### config.mk
export PLATFORM = sky130hd
export DESIGN_NAME = mem_stage_ctrl_flat
export DESIGN_NICKNAME = d
export VERILOG_FILES = /design/src/rtl/mips_pipe_pkg.sv /design/src/rtl/mem_stage_ctrl_if.sv /design/src/rtl/mem_stage_ctrl.sv /design/src/flat_wrapper.sv
export SDC_FILE = /design/constraint.sdc
export NUM_CORES = 1
export LEC_CHECK = 0
export CORE_MARGIN = 2
export CORE_UTILIZATION = 40
export CTS_CLUSTER_SIZE = 16
export DETAILED_ROUTE_END_ITERATION = 8
export GPL_TIMING_DRIVEN = 0
export PLACE_DENSITY_LB_ADDON = 0.05
export SLEW_MARGIN = 20
export SYNTH_ARGS = -nofsm -noshare
export SYNTH_HDL_FRONTEND = slang
export SYNTH_SLANG_ARGS = --single-unit
export TNS_END_PERCENT = 50
### constraint.sdc
create_clock -name clk -period 1.9 [get_ports clk]
set_input_delay 0.19 -clock clk [delete_from_list [all_inputs] [get_ports clk]]
set_output_delay 0.19 -clock clk [all_outputs]
set_load 0.01 [all_outputs]
### src/rtl/mips_pipe_pkg.sv
// Shared MIPS pipeline definitions: control-bit positions, field widths,
// and the memory-stage state encoding.
package mips_pipe_pkg;

   localparam int DATA_W = 32;
   localparam int REG_W  = 5;

   localparam int MEM_BRANCH  = 2;
   localparam int MEM_READ    = 1;
   localparam int MEM_WRITE   = 0;
   localparam int WB_REGWRITE = 1;
   localparam int WB_MEMTOREG = 0;

   typedef enum logic {
      IDLE   = 1'b0,
      ACCESS = 1'b1
   } mem_state_t;

   // A faulted access must never update the register file.
   function automatic logic [1:0] kill_regwrite(input logic [1:0] wb);
      logic [1:0] r;
      r              = wb;
      r[WB_REGWRITE] = 1'b0;
      return r;
   endfunction

endpackage

### src/rtl/mem_stage_ctrl_if.sv
// Data-memory request/acknowledge bus between the memory stage and the data memory.
interface mem_stage_ctrl_if;
   import mips_pipe_pkg::*;

   logic              dmem_req;
   logic              dmem_we;
   logic [DATA_W-1:0] dmem_addr;
   logic [DATA_W-1:0] dmem_wdata;
   logic              dmem_ack;
   logic [DATA_W-1:0] dmem_rdata;

   modport master (
      output dmem_req, dmem_we, dmem_addr, dmem_wdata,
      input  dmem_ack, dmem_rdata
   );

   modport slave (
      input  dmem_req, dmem_we, dmem_addr, dmem_wdata,
      output dmem_ack, dmem_rdata
   );

endinterface

### src/rtl/mem_stage_ctrl.sv
// MIPS memory stage: resolves branches, runs the data-memory handshake with a
// timeout, and registers the MEM/WB word. Stalls upstream while an access is open.
module mem_stage_ctrl
   import mips_pipe_pkg::*;
#(
   parameter int TIMEOUT = 16
) (
   input  logic              clk,
   input  logic              rst,
   input  logic              in_valid,
   input  logic [DATA_W-1:0] adder2,
   input  logic              zero,
   input  logic [DATA_W-1:0] Aluresult,
   input  logic [DATA_W-1:0] ReadData2,
   input  logic [REG_W-1:0]  Mux,
   input  logic [1:0]        WB,
   input  logic [2:0]        Memoria,
   output logic              stall,
   output logic              pcsrc,
   output logic [DATA_W-1:0] branch_target,
   mem_stage_ctrl_if.master  dmem,
   output logic              wb_valid,
   output logic [DATA_W-1:0] wb_readdata,
   output logic [DATA_W-1:0] wb_aluresult,
   output logic [REG_W-1:0]  wb_rd,
   output logic [1:0]        wb_ctrl,
   output logic              mem_fault
);

   localparam int               CNT_W    = $clog2(TIMEOUT);
   localparam logic [CNT_W-1:0] CNT_LAST = CNT_W'(TIMEOUT - 1);

   mem_state_t        state;
   logic [CNT_W-1:0]  cnt;
   logic              req_q;
   logic              we_q;
   logic [DATA_W-1:0] addr_q;
   logic [DATA_W-1:0] wdata_q;
   logic [REG_W-1:0]  rd_q;
   logic [1:0]        wb_q;

   logic is_mem;
   logic misaligned;

   assign is_mem     = Memoria[MEM_READ] | Memoria[MEM_WRITE];
   assign misaligned = (Aluresult[1:0] != 2'b00);

   assign stall         = (state == ACCESS);
   assign pcsrc         = in_valid & Memoria[MEM_BRANCH] & zero & (state == IDLE);
   assign branch_target = adder2;

   // we is gated by req so a finished store does not leave the write strobe up.
   assign dmem.dmem_req   = req_q;
   assign dmem.dmem_we    = req_q & we_q;
   assign dmem.dmem_addr  = addr_q;
   assign dmem.dmem_wdata = wdata_q;

   always_ff @(posedge clk) begin
      if (rst) begin
         state        <= IDLE;
         cnt          <= '0;
         req_q        <= 1'b0;
         we_q         <= 1'b0;
         addr_q       <= '0;
         wdata_q      <= '0;
         rd_q         <= '0;
         wb_q         <= '0;
         wb_valid     <= 1'b0;
         wb_readdata  <= '0;
         wb_aluresult <= '0;
         wb_rd        <= '0;
         wb_ctrl      <= '0;
         mem_fault    <= 1'b0;
      end else begin
         wb_valid <= 1'b0;
         case (state)
            IDLE: begin
               if (in_valid) begin
                  if (is_mem && !misaligned) begin
                     // Read+write together is treated as a store.
                     addr_q  <= Aluresult;
                     wdata_q <= ReadData2;
                     rd_q    <= Mux;
                     wb_q    <= WB;
                     we_q    <= Memoria[MEM_WRITE];
                     req_q   <= 1'b1;
                     cnt     <= '0;
                     state   <= ACCESS;
                  end else begin
                     wb_valid     <= 1'b1;
                     wb_readdata  <= '0;
                     wb_aluresult <= Aluresult;
                     wb_rd        <= Mux;
                     if (is_mem) begin
                        wb_ctrl   <= kill_regwrite(WB);
                        mem_fault <= 1'b1;
                     end else begin
                        wb_ctrl <= WB;
                     end
                  end
               end
            end
            ACCESS: begin
               // An ack in the last allowed cycle takes priority over the abort.
               if (dmem.dmem_ack || (cnt == CNT_LAST)) begin
                  state        <= IDLE;
                  req_q        <= 1'b0;
                  wb_valid     <= 1'b1;
                  wb_aluresult <= addr_q;
                  wb_rd        <= rd_q;
                  if (dmem.dmem_ack) begin
                     wb_readdata <= we_q ? '0 : dmem.dmem_rdata;
                     wb_ctrl     <= wb_q;
                  end else begin
                     wb_readdata <= '0;
                     wb_ctrl     <= kill_regwrite(wb_q);
                     mem_fault   <= 1'b1;
                  end
               end else begin
                  cnt <= cnt + 1'b1;
               end
            end
            default: state <= IDLE;
         endcase
      end
   end

endmodule

### src/flat_wrapper.sv
// flat-port wrapper written by rule: the top's interface ports become plain ports
module mem_stage_ctrl_flat import mips_pipe_pkg::*;
#(
   parameter int TIMEOUT = 16
)
  (clk, rst, in_valid, adder2, zero, Aluresult, ReadData2, Mux, WB, Memoria, stall, pcsrc, branch_target, wb_valid, wb_readdata, wb_aluresult, wb_rd, wb_ctrl, mem_fault, dmem_dmem_req, dmem_dmem_we, dmem_dmem_addr, dmem_dmem_wdata, dmem_dmem_ack, dmem_dmem_rdata);
  mem_stage_ctrl_if dmem_i ();
  input  logic clk;
  input  logic rst;
  input  logic in_valid;
  input  logic [DATA_W-1:0] adder2;
  input  logic zero;
  input  logic [DATA_W-1:0] Aluresult;
  input  logic [DATA_W-1:0] ReadData2;
  input  logic [REG_W-1:0] Mux;
  input  logic [1:0] WB;
  input  logic [2:0] Memoria;
  output logic stall;
  output logic pcsrc;
  output logic [DATA_W-1:0] branch_target;
  output logic wb_valid;
  output logic [DATA_W-1:0] wb_readdata;
  output logic [DATA_W-1:0] wb_aluresult;
  output logic [REG_W-1:0] wb_rd;
  output logic [1:0] wb_ctrl;
  output logic mem_fault;
  output wire logic [$bits(dmem_i.dmem_req)-1:0] dmem_dmem_req;
  output wire logic [$bits(dmem_i.dmem_we)-1:0] dmem_dmem_we;
  output wire logic [$bits(dmem_i.dmem_addr)-1:0] dmem_dmem_addr;
  output wire logic [$bits(dmem_i.dmem_wdata)-1:0] dmem_dmem_wdata;
  input wire logic [$bits(dmem_i.dmem_ack)-1:0] dmem_dmem_ack;
  input wire logic [$bits(dmem_i.dmem_rdata)-1:0] dmem_dmem_rdata;
  assign dmem_dmem_req = dmem_i.dmem_req;
  assign dmem_dmem_we = dmem_i.dmem_we;
  assign dmem_dmem_addr = dmem_i.dmem_addr;
  assign dmem_dmem_wdata = dmem_i.dmem_wdata;
  assign dmem_i.dmem_ack = dmem_dmem_ack;
  assign dmem_i.dmem_rdata = dmem_dmem_rdata;
  mem_stage_ctrl #(.TIMEOUT(TIMEOUT)) u_core (.clk(clk), .rst(rst), .in_valid(in_valid), .adder2(adder2), .zero(zero), .Aluresult(Aluresult), .ReadData2(ReadData2), .Mux(Mux), .WB(WB), .Memoria(Memoria), .stall(stall), .pcsrc(pcsrc), .branch_target(branch_target), .dmem(dmem_i), .wb_valid(wb_valid), .wb_readdata(wb_readdata), .wb_aluresult(wb_aluresult), .wb_rd(wb_rd), .wb_ctrl(wb_ctrl), .mem_fault(mem_fault));
endmodule
After elaboration in Yosys (flattened, before gate mapping)
Cells that the tools add are included.
{ "op_classes": {"n_addsub": 1, "eq_ne": 8, "n_mux": 42, "bitwise": 6, "n_reduce_logical": 9} }
{ "op_table": {"columns": ["operator", "count"], "rows": [
  ["$mux W32", 8],
  ["$pmux W32 S2", 2],
  ["$mux W5", 3],
  ["$mux W1", 14],
  ["$mux W4", 3],
  ["$ne A2 B2 Y1 const B", 6],
  ["$reduce_and A3 Y1", 4],
  ["$mux W2", 5],
  ["$pmux W5 S2", 1],
  ["$pmux W1 S2", 4],
  ["$pmux W4 S2", 1],
  ["$reduce_and A5 Y1", 1],
  ["$add A4 B1 Y4 const B", 1],
  ["$and A1 B1 Y1", 4],
  ["$eq A4 B4 Y1 const B", 1],
  ["$pmux W2 S2", 1],
  ["$ne A2 B1 Y1 const B", 1],
  ["$reduce_bool A2 Y1", 1],
  ["$logic_and A1 B1 Y1", 1],
  ["$logic_not A1 Y1", 1],
  ["$logic_or A1 B1 Y1", 1],
  ["$not A1 Y1", 1],
  ["$or A1 B1 Y1", 1]
]} }
{ "totals": {"ff_bits": 151, "output_inout_bits": 173, "elab_cells": 80} }

Longest topological paths before layout
Gate-level depths: netlist of the first run.
{ "logic_depth": {"word_depth": 6, "mapped_depth": 7, "ltp_nobuf": 5} }

Worst setup path before layout of the first run
OpenSTA, ideal clock, no wires.
{ "synth_path": {"path_kind": "register to register", "start": "register u_core.cnt[0]", "end": "register u_core.wb_ctrl[1]", "arrival_time_ns": 1.583, "required_time_ns": 1.812, "path_slack_ns": 0.228, "path_stages_with_launch": 8, "n_path_buf": 2, "period_less_slack_ns": 1.672, "cell_sequence": "dfxtp_1 -> ha_1 -> and3_4 -> o21a_4 -> or2_1 -> buf_6 -> buf_6 -> a311oi_2"} }
{ "synth_between": {"elab_chain_cells": 4} }
{ "synth_lines": {"columns": ["element", "line_no", "rtl"], "rows": [
  ["start: declaration", "mem_stage_ctrl.sv:34", "logic [CNT_W-1:0] cnt;"],
  ["start signal: assignment", "mem_stage_ctrl.sv:120", "cnt <= cnt + 1'b1;"],
  ["$eq A4 B4 Y1", "mem_stage_ctrl.sv:105", "if (dmem.dmem_ack || (cnt == CNT_LAST)) begin"],
  ["$logic_or A1 B1 Y1", "mem_stage_ctrl.sv:105", null],
  ["$ne A2 B2 Y1 (no line)", null, null],
  ["$reduce_and A3 Y1 (no line)", null, null],
  ["end signal: assignment", "mem_stage_ctrl.sv:95", "wb_ctrl <= kill_regwrite(WB);"],
  ["end signal: assignment", "mem_stage_ctrl.sv:113", "wb_ctrl <= wb_q;"],
  ["end signal: assignment", "mem_stage_ctrl.sv:116", "wb_ctrl <= kill_regwrite(wb_q);"],
  ["end: declaration", "mem_stage_ctrl.sv:26", "output logic [1:0] wb_ctrl,"]
]} }
Every way passes these cells.
A chain may end at the register's enable or synchronous reset.

Final worst setup path of the first run
{ "layout_path": {"start": "register u_core.state (netlist: u_core.stall)", "end": "register u_core.wdata_q[4] (netlist: u_core.dmem.dmem_wdata[4])"} }
{ "layout_between": {"elab_chain_cells": 2} }
{ "layout_lines": {"columns": ["element", "line_no", "rtl"], "rows": [
  ["start: declaration", "mem_stage_ctrl.sv:33", "mem_state_t state;"],
  ["start signal: assignment", "mem_stage_ctrl.sv:60", "state <= IDLE;"],
  ["start signal: assignment", "mem_stage_ctrl.sv:88", "state <= ACCESS;"],
  ["start signal: assignment", "mem_stage_ctrl.sv:106", "state <= IDLE;"],
  ["$not A1 Y1", null, null],
  ["$reduce_and A3 Y1 (no line)", null, null],
  ["end signal: assignment", "mem_stage_ctrl.sv:82", "wdata_q <= ReadData2;"],
  ["end: declaration", "mem_stage_ctrl.sv:38", "logic [DATA_W-1:0] wdata_q;"]
]} }
Every way passes these cells.

==> results of run 1 <==
[critical path, delay by kind of cell, from the launching register on]
kind | cells | cell delay (ns)
simple gates | 3 | 0.43
flops | 1 | 0.32
buf+inv | 3 | 0.83
compound gates | 1 | 0.17
[synth_stat cells]
library cell,number
a311oi_2,1
a211oi_2,38
a21oi_1,74
or3_1,1
nor4_4,1
nand2b_4,1
buf_1,1
a22o_1,32
a211oi_1,1
nor3_2,1
buf_4,40
buf_6,5
ha_1,1
a31oi_1,1
dfxtp_1,151
buf_2,13
nand2_1,144
nor2_1,6
inv_1,1
nor4_1,1
nor3_1,44
or2_2,1
o21a_4,1
and2_1,1
nand2b_1,1
nor2b_1,1
nor3b_1,2
nand3_1,4
and3_4,1
a21oi_4,1
clkbuf_1,26
or2_1,2
o21ai_0,1
nand3b_1,2
mux2i_1,38
xnor2_1,1
[repair_timing]
action,in CTS,in global routing
pin swaps,0,0
endpoints found under the setup margin,1,70
resized for setup,1,10
[cell type report]
class | instances | share of cell area [%]
multi-input combinational | 404 | 26.08
clock inverter | 14 | 1.629
buffer | 85 | 5.414
inverter | 1 | 0.03849
tap | 188 | 2.412
sequential | 151 | 30.99
clock buffer | 18 | 4.400
timing repair buffer | 283 | 29.03
[sequential cells by signal (all words and copies together) (netlist names), 2 cells and up]
| register | cells |
|---|---|
| u_core.wb_rd | 5 |
| u_core.wb_readdata | 32 |
| u_core.cnt | 4 |
| u_core.rd_q | 5 |
| u_core.wb_ctrl | 2 |
| u_core.dmem.dmem_wdata | 32 |
| u_core.wb_q | 2 |
| u_core.wb_aluresult | 32 |
| u_core.dmem.dmem_addr | 32 |
[per-stage QoR]
stage | hold WS, ns | worst slack, ns | util [%] | power [W] | TNS (ns)
after floorplan | 0.3155 | 0.2285 | - | 0.003985 | 0
after global routing | 0.3041 | -0.04006 | 64.88 | 0.008273 | -0.1686
after CTS | 0.2979 | 0.02989 | 64.77 | 0.008041 | 0
after global placement | 0.4414 | -0.1817 | 60.87 | 0.004644 | -8.762
after detailed placement | 0.4469 | -0.1935 | 60.87 | 0.004672 | -10.64
final | 0.3112 | 0.06998 | 64.88 | 0.007964 | 0
[power groups by stage]
stage / Sequential [W] / Clock, W / Combinational (W)
after floorplan: 0.00349 / 0 / 0.000495
after global placement: 0.00344 / 0 / 0.00121
after detailed placement: 0.00344 / 0 / 0.00123
after CTS: 0.00337 / 0.00343 / 0.00124
after global routing: 0.00339 / 0.00357 / 0.00131
final: 0.00337 / 0.00336 / 0.00123
[per-layer routing]
metal | GRT usage, % | up-vias | part of all wire (%)
met3 | 7.580 | 22 | 8.6
met1 | 26.51 | 2643 | 41
met2 | 36.84 | 258 | 48
met5 | 0 | - | 0
li1 | - | 2794 | -
met4 | 8.080 | 0 | 2.1
[path summary, 6_finish.rpt]
path,start,end,slack [ns],depth (start not counted)
worst max-delay path,u_core.stall,u_core.dmem.dmem_wdata[4],0.07,7
worst min-delay path,ReadData2[7],u_core.dmem.dmem_wdata[7],0.31,3
worst max register to register,u_core.stall,u_core.dmem.dmem_wdata[4],0.07,7
worst min register to register,u_core.dmem.dmem_wdata[9],u_core.dmem.dmem_wdata[9],0.45,2
[cells by family (layout without fill, tap and decap cells)]
group | Yosys count | after routing | synth area share (%)
compound gates | 150 | 150 | 19.58
flops | 151 | 151 | 49.70
simple gates | 214 | 214 | 15.45
xor+xnor | 1 | 1 | 0.1440
fa+ha+maj | 1 | 1 | 0.2057
mux | 38 | 38 | 6.254
buf+inv | 86 | 401 | 8.661
==> results.md, run 1 <==
* Syn Std Cell Area at 0.006082 mm2
* Pins Over Slew Limit at 0
* Worst-path clk slew at 0.06 ns
* Crit share post-route at 96.32%
* Clock power frac at 42.2%
* Ports at 316
* Net Sw Power at 0.001921 W
* Post-synthesis average cell area at 9.488 um2
* Pint at 0.006043 W
* Max-cap violations at 0
* Status: completed
* DRT iter0 DRCs at 273
* Clock Latency Late Sink at 0.42 ns
* Area Growth Syn to Fin at 60.36%
* Synthesized net count at 785
* Leak at 3.471 nW
* Sw frac at 24.12%
* Vias in the first global route at 5604
* Vias per cell at 4.997
* Combinational share of power at 15.4%
* CTS sink cnt at 151
* Placement Cell Area at 0.009150 mm2
* CTS Buf Count at 17
* Slew margin rel. at 45.90%
* Die ar. at 0.01621 mm2
* Synthesis-stage register bit count at 151
* Grt ovf at 0
* CTS H-tree lvls at 4
* ANT cells at 0
* Most common cell after layout, fill and taps aside: clkdlybuf4s50_1
* Max IR drop VDD at 600.2 uV
* Skew final at 0.01104 ns
* Post-DP HPWL at 13.64 mm
* Cell count after placement at 1112
* Ys Warns at 0
* CP max stage cell: clkbuf_1
* Distinct cells, synth at 36
* Post-Route WL at 18.32 mm
* Die width at 127.3 um
* CTS tree: yes
* Sequential element share of the synthesized area at 49.70%
* Placer Congestion at 0.7652
* Power per cell area at 816.6 mW/mm2
* Core Box Area at 0.01503 mm2
* Hold crit path type: primary input to register
* Vias at 5717
* Least-Margin Pin Slew at 0.8115 ns
* Finished layout cell area at 0.009753 mm2
* Row cnt at 45
* Layout cells sized above 1 at 14.64%
* Post-synth top area share at 49.70%
* Fmax at 546.4 MHz
* Longest Clk Path Bufs at 2
* Routed wire length per instance at 16.02 um
* Req. time, crit path at 2.25 ns
* First-pass GRT wire length at 28.22 mm
* # DRC at 0
* Final Hold Fails at 0
* Worst-path cell chain: buf_4 > nand2b_4 > nand3b_1 > buf_2 > clkbuf_1 > nand2_1 > a21oi_1
* Slowest stage delay, CP at 0.38 ns
* Startpoint class of the critical path: register
* Antenna-violating nets left at 0
* Final Instance Count excl. Fillers at 1144
* Post-CTS setup buffer count at 0
* Seq. cell area at 0.003023 mm2
* Mapped Cells at 641
* I/O Buffers at 283
* Period minus WS final at 1.830 ns
* Crit. End Element: register
* Fin nets at 1087
* Largest net degree at the start of global routing at 17
* Crit path max fanout at 10
* Area of the multi-input gates at 0.002544 mm2
* Seq pwr share at 42.4%
* # fillers at 1213
* Most frequent cells in the layout: clkdlybuf4s50_1 (282), dfxtp_1 (151), nand2_1 (144)
* Area leader, netlist: dfxtp_1
* Total GRT Usage at 22.11%
* RSZ-0062 raised after global routing: yes
* Hold buffers post-CTS at 0
* TritonRoute pass-1 iters at 5
* Setup CP Type: register to register
* Setup-failing EPs final at 0
* Initial Utilization at 40.46%
* Root Buffer: clkbuf_16
* Die height at 127.3 um
* Critical Path AT at 2.18 ns
* Synth area leaders: dfxtp_1 (50%), nand2_1 (8.9%), a211oi_2 (7.8%), mux2i_1 (6.3%), a21oi_1 (6.1%)
* Initial antenna violation count at 0
Note: power is estimated with default switching activity, not from simulation.
==> inputs of run 2 (changes only) <==
- CORE_MARGIN: 2 -> 8
==> results.md, run 2 (synthesized netlist as in run 1, its figures left out) <==
* R2r worst-path depth at 6
* Max IR drop VDD at 689.7 uV
* Longest Clk Path Bufs at 2
* CTS sink cnt at 151
* CP bufs+invs at 1
* Worst-path clk slew at 0.06 ns
* Hold crit path type: primary input to register
* Setup ws final at -0.004455 ns
* Post-DP HPWL at 15.77 mm
* RSZ-0062 raised after global routing: yes
* Global routing's busiest layer: met2
* Crit path max fanout at 10
* Final Hold Fails at 0
* CTS H-tree lvls at 4
* Seq pwr share at 42.0%
* Fmax at 525.1 MHz
* Sw frac at 23.82%
* CTS tree: yes
* Pins Over Slew Limit at 0
* Antenna-violating nets left at 0
* CTS Buf Count at 17
* DRT iter0 DRCs at 272
* Die ar. at 0.01941 mm2
* Die width at 139.3 um
* CP max stage cell: clkbuf_1
* R2R Path End: u_core.wb_rd[1]
* Crit. End Element: register
* Net Sw Power at 0.001917 W
* Most common cell after layout, fill and taps aside: clkdlybuf4s50_1
* Period minus WS final at 1.904 ns
* Area Growth Syn to Fin at 60.63%
* Hold buffers post-CTS at 0
* Leak at 3.464 nW
* GR Layer Usage met1 at 22.61%
* Clock power frac at 42.7%
* Post-route setup TNS at -0.008693 ns
* TritonRoute pass-1 iters at 5
* Pint at 0.006132 W
* Largest net degree at the start of global routing at 17
* Vias in the first global route at 6041
* M2 GR Usage at 34.79%
* Setup CP Type: register to register
* Root Buffer: clkbuf_16
* Post-Route WL at 20.54 mm
* Vias at 5737
* Slowest stage delay, CP at 0.46 ns
* Reg2Reg Launch Point: u_core.cnt[0]
* Final Instance Count excl. Fillers at 1144
* Finished layout cell area at 0.009769 mm2
* # DRC at 0
* Initial antenna violation count at 0
* Startpoint class of the critical path: register
* Crit path max-delay family: buffers and inverters
* WHS Path Cells at 3
* Status: finished, violations left
* Ports at 316
* Combinational share of power at 15.3%
* Routed wire length per instance at 17.96 um
* Cell count after placement at 1112
* WP depth at 6
* ANT cells at 0
* I/O Buffers at 283
* Setup-failing EPs final at 3
* Clock Latency Late Sink at 0.41 ns
* Worst-path cell chain: ha_1 > and3_4 > o21a_4 > clkbuf_1 > nor3_1 > a211oi_2
* Grt ovf at 0
* Crit share post-route at 100.2%
* Register-to-Register Setup Slack at -0.004 ns
* Hold endpoint: u_core.dmem.dmem_wdata[22]
* Initial Utilization at 40.46%
* Fin nets at 1087
* Slew margin rel. at 48.24%
* Power per cell area at 823.9 mW/mm2
* Critical Path AT at 2.23 ns
* Max-cap violations at 0
* Req. time, crit path at 2.22 ns
* Met3 Usage GRT at 10.09%
* Total GRT Usage at 20.50%
* Vias per cell at 5.015
* Row cnt at 45
* First-pass GRT wire length at 32.06 mm
* Most frequent cells in the layout: clkdlybuf4s50_1 (282), dfxtp_1 (151), nand2_1 (144)
* Skew final at 0.008776 ns
* Layout cells sized above 1 at 14.23%
* Hold Path Origin: ReadData2[22]
* Failing checks: setup timing
* Placement Cell Area at 0.009150 mm2
* Placer Congestion at 0.7748
* Die height at 139.3 um
* Core Box Area at 0.01503 mm2
* Least-Margin Pin Slew at 0.7764 ns
## run 2: cell count changes in the layout (fill, tap and decap cells not counted), sizes merged
| cell | previous run | this run |
|---|---|---|
| buf | 59 | 60 |
| clkinv | 7 | 3 |
| clkbuf | 44 | 46 |
| inv | 1 | 2 |
## run 2: how the worst max path moves through the flow
stage / startpoint / endpoint / slack [ns]
6_report: u_core.cnt[0] / u_core.wb_rd[1] / -0.004
2_1_floorplan: u_core.cnt[0] / u_core.wb_ctrl[1] / 0.23
3_5_place_dp: rst / u_core.wb_aluresult[9] / -0.23
3_3_place_gp: rst / u_core.wb_aluresult[7] / -0.19
4_1_cts: u_core.cnt[0] / u_core.wb_readdata[9] / 0.008
5_1_grt: u_core.cnt[0] / u_core.wb_rd[1] / -0.07
## run 2: power by group through the flow
stage / Sequential (W) / Combinational, W / Clock [W]
after floorplan: 0.00349 / 0.000495 / 0
after global placement: 0.00344 / 0.00122 / 0
after detailed placement: 0.00345 / 0.00124 / 0
after CTS: 0.00338 / 0.00125 / 0.00352
after global routing: 0.00339 / 0.00132 / 0.00365
final: 0.00338 / 0.00123 / 0.00344
## run 2: cell type report
type,instances,area (um2)
Buffer,85,524.3
Tap cell,188,235.2
Multi-Input combinational cell,404,2544
Fill cell,1209,5264
Sequential cell,151,3023
Inverter,1,3.754
Clock buffer,21,460.4
Clock inverter,11,147.6
Timing Repair Buffer,283,2831
## run 2: worst min-delay path: cells and delay by family
kind | cells | cell delay [ns]
and+or+nand+nor | 1 | 0.06
AOI/OAI and AO/OA | 1 | 0.05
buffers and inverters | 1 | 0.39
## run 2: per-stage QoR
stage | power [W] | utilization [%] | hold slack, ns | setup slack [ns]
after floorplan | 0.003985 | - | 0.3155 | 0.2285
after global placement | 0.004656 | 60.87 | 0.4406 | -0.1912
after detailed placement | 0.004684 | 60.87 | 0.4457 | -0.2331
after CTS | 0.008139 | 64.90 | 0.3098 | 0.007881
after global routing | 0.008367 | 64.99 | 0.3157 | -0.07089
final | 0.008049 | 64.99 | 0.3292 | -0.004455
## run 2: layer usage
metal  routed length [um]  vias up
li1                     -     2794
met5                    0        -
met1                 8352     2715
met3                 2034       15
met4                  200        0
met2                 9957      213
## run 2: repair_timing
action	CTS	global route
buffers inserted	0	0
cloned	0	0
setup endpoints to repair	1	65
pin swaps	0	0
gates resized for setup	1	5
==> inputs of run 3 (changes only) <==
==> constraint.sdc (replaced) <==
create_clock -name clk -period 1.9 [get_ports clk]
set_input_delay 0.475 -clock clk [delete_from_list [all_inputs] [get_ports clk]]
set_output_delay 0.475 -clock clk [all_outputs]
set_load 0.01 [all_outputs]
==> results.md, run 3 (synthesized netlist as in run 1, its figures left out) <==
* Status: completed
* Total GRT Usage at 20.53%
* Req. time, crit path at 2.23 ns
* Reg2Reg Launch Point: u_core.cnt[0]
* Worst-path cell chain: ha_1 > and3_4 > o21a_4 > clkbuf_1 > nor3_1 > a211oi_2
* ANT cells at 0
* Fmax at 527.6 MHz
* Combinational share of power at 15.4%
* Metal-1 WL at 8.239 mm
* Row cnt at 45
* RSZ-0062 raised after global routing: yes
* R2r worst-path depth at 6
* Pins Over Slew Limit at 0
* Initial antenna violation count at 0
* Layout cells sized above 1 at 15.24%
* Crit. End Element: register
* Clock power frac at 42.7%
* Max IR drop VDD at 682.8 uV
* Seq pwr share at 41.9%
* Hold crit path type: register to register
* Wire length on met3 at 2.099 mm
* Longest Clk Path Bufs at 2
* CTS H-tree lvls at 4
* Grt ovf at 0
* Ports at 316
* Crit path from: u_core.cnt[0]
* Leak at 3.499 nW
* Vias at 5752
* Die height at 139.3 um
* Clock Latency Late Sink at 0.41 ns
* Highest Signal Layer: met4
* Setup-failing EPs final at 0
* I/O Buffers at 283
* Power per cell area at 822.7 mW/mm2
* Max-cap violations at 0
* Vias in the first global route at 6057
* Routed wire length per instance at 17.94 um
* Crit path capture: u_core.wb_rd[2]
* Root Buffer: clkbuf_16
* Setup CP Type: register to register
* Worst-path clk slew at 0.06 ns
* Core Box Area at 0.01503 mm2
* Final Hold Fails at 0
* Met2 routed WL at 10.04 mm
* Largest net degree at the start of global routing at 17
* Pint at 0.006136 W
* Crit path max-delay family: buffers and inverters
* TritonRoute pass-1 iters at 5
* Post-DP HPWL at 15.77 mm
* Final Instance Count excl. Fillers at 1146
* # fillers at 1216
* Register-to-Register Setup Slack at 0.005 ns
* Antenna-violating nets left at 0
* CTS Buf Count at 17
* Placer Congestion at 0.7748
* Initial Utilization at 40.46%
* First-pass GRT wire length at 32.11 mm
* Crit path max fanout at 10
* CP bufs+invs at 1
* Least-Margin Pin Slew at 0.7897 ns
* Total power at 0.008052 W
* Most common cell after layout, fill and taps aside: clkdlybuf4s50_1
* Period minus WS final at 1.895 ns
* Die ar. at 0.01941 mm2
* Startpoint class of the critical path: register
* Net Sw Power at 0.001916 W
* Cell count after placement at 1112
* CP max stage cell: clkbuf_1
* Crit share post-route at 99.76%
* Slew margin rel. at 47.35%
* Slowest stage delay, CP at 0.45 ns
* CTS tree: yes
* CTS sink cnt at 151
* Critical Path AT at 2.22 ns
* Area Growth Syn to Fin at 60.91%
* WP depth at 6
* Sw frac at 23.80%
* DRT iter0 DRCs at 261
* # DRC at 0
* Post-Route WL at 20.56 mm
* R2R Path End: u_core.wb_rd[2]
* Most frequent cells in the layout: clkdlybuf4s50_1 (280), dfxtp_1 (151), nand2_1 (144)
* Vias per cell at 5.019
* Skew final at 0.006834 ns
* Die width at 139.3 um
* Fin nets at 1089
## run 3: cell type report
| class | count | area, um2 | share of cell area (%) |
|---|---|---|---|
| plain buffers | 85 | 539.3 | 5.510 |
| clock buffers | 21 | 460.4 | 4.705 |
| clock inverters | 11 | 147.6 | 1.509 |
| inverters | 1 | 3.754 | 0.03835 |
| multi-input cells | 404 | 2537 | 25.93 |
| flip-flops and latches | 151 | 3023 | 30.89 |
| well taps | 188 | 235.2 | 2.403 |
| repair buffers | 285 | 2840 | 29.02 |
## run 3: power groups by stage
| stage | Combinational [W] | Sequential [W] | Clock (W) |
|---|---|---|---|
| after floorplan | 0.000495 | 0.00349 | 0 |
| after global placement | 0.00122 | 0.00344 | 0 |
| after detailed placement | 0.00124 | 0.00345 | 0 |
| after CTS | 0.00125 | 0.00338 | 0.00352 |
| after global routing | 0.00133 | 0.00339 | 0.00365 |
| final | 0.00124 | 0.00338 | 0.00344 |
## run 3: how the worst min path moves through the flow
| stage | from | end | cells past startpoint |
|---|---|---|---|
| 2_1_floorplan | u_core.rd_q[0] | u_core.rd_q[0] | 2 |
| 3_3_place_gp | u_core.rd_q[4] | u_core.rd_q[4] | 2 |
| 4_1_cts | u_core.dmem.dmem_wdata[20] | u_core.dmem.dmem_wdata[20] | 2 |
| 6_report | u_core.dmem.dmem_wdata[19] | u_core.dmem.dmem_wdata[19] | 2 |
| 5_1_grt | u_core.dmem.dmem_wdata[15] | u_core.dmem.dmem_wdata[15] | 2 |
| 3_5_place_dp | u_core.dmem.dmem_wdata[8] | u_core.dmem.dmem_wdata[8] | 2 |
## run 3: per-stage QoR
stage,setup TNS [ns],utilization [%],hold slack (ns),worst slack (ns),area (um2)
after floorplan,0,-,0.4360,0.2285,6082
after global placement,-49.05,60.87,0.4406,-0.4762,9150
after detailed placement,-55.98,60.87,0.4457,-0.5181,9150
after CTS,-0.01122,64.98,0.4555,-0.01122,9768
after global routing,-2.534,65.10,0.4746,-0.08551,9787
final,0,65.10,0.4539,0.004567,9787
## run 3: what timing repair did
action,4_1_cts,5_1_grt
resized for setup,12,9
hold buffers,0,0
cloned,0,0
setup buffers,0,2
setup endpoints to repair,49,80
## run 3: worst min-delay path, cell delays in order, from the launching register on
cell     delay [ns]
dfxtp_1        0.31
nand2_1        0.05
a21oi_1        0.05
## run 3: per-layer routing
layer  up-vias  global-route usage, %
met5         -                      0
met2       228                  34.84
met3        13                  10.09
met4         0                  4.737
li1       2798                      -
met1      2713                  22.65
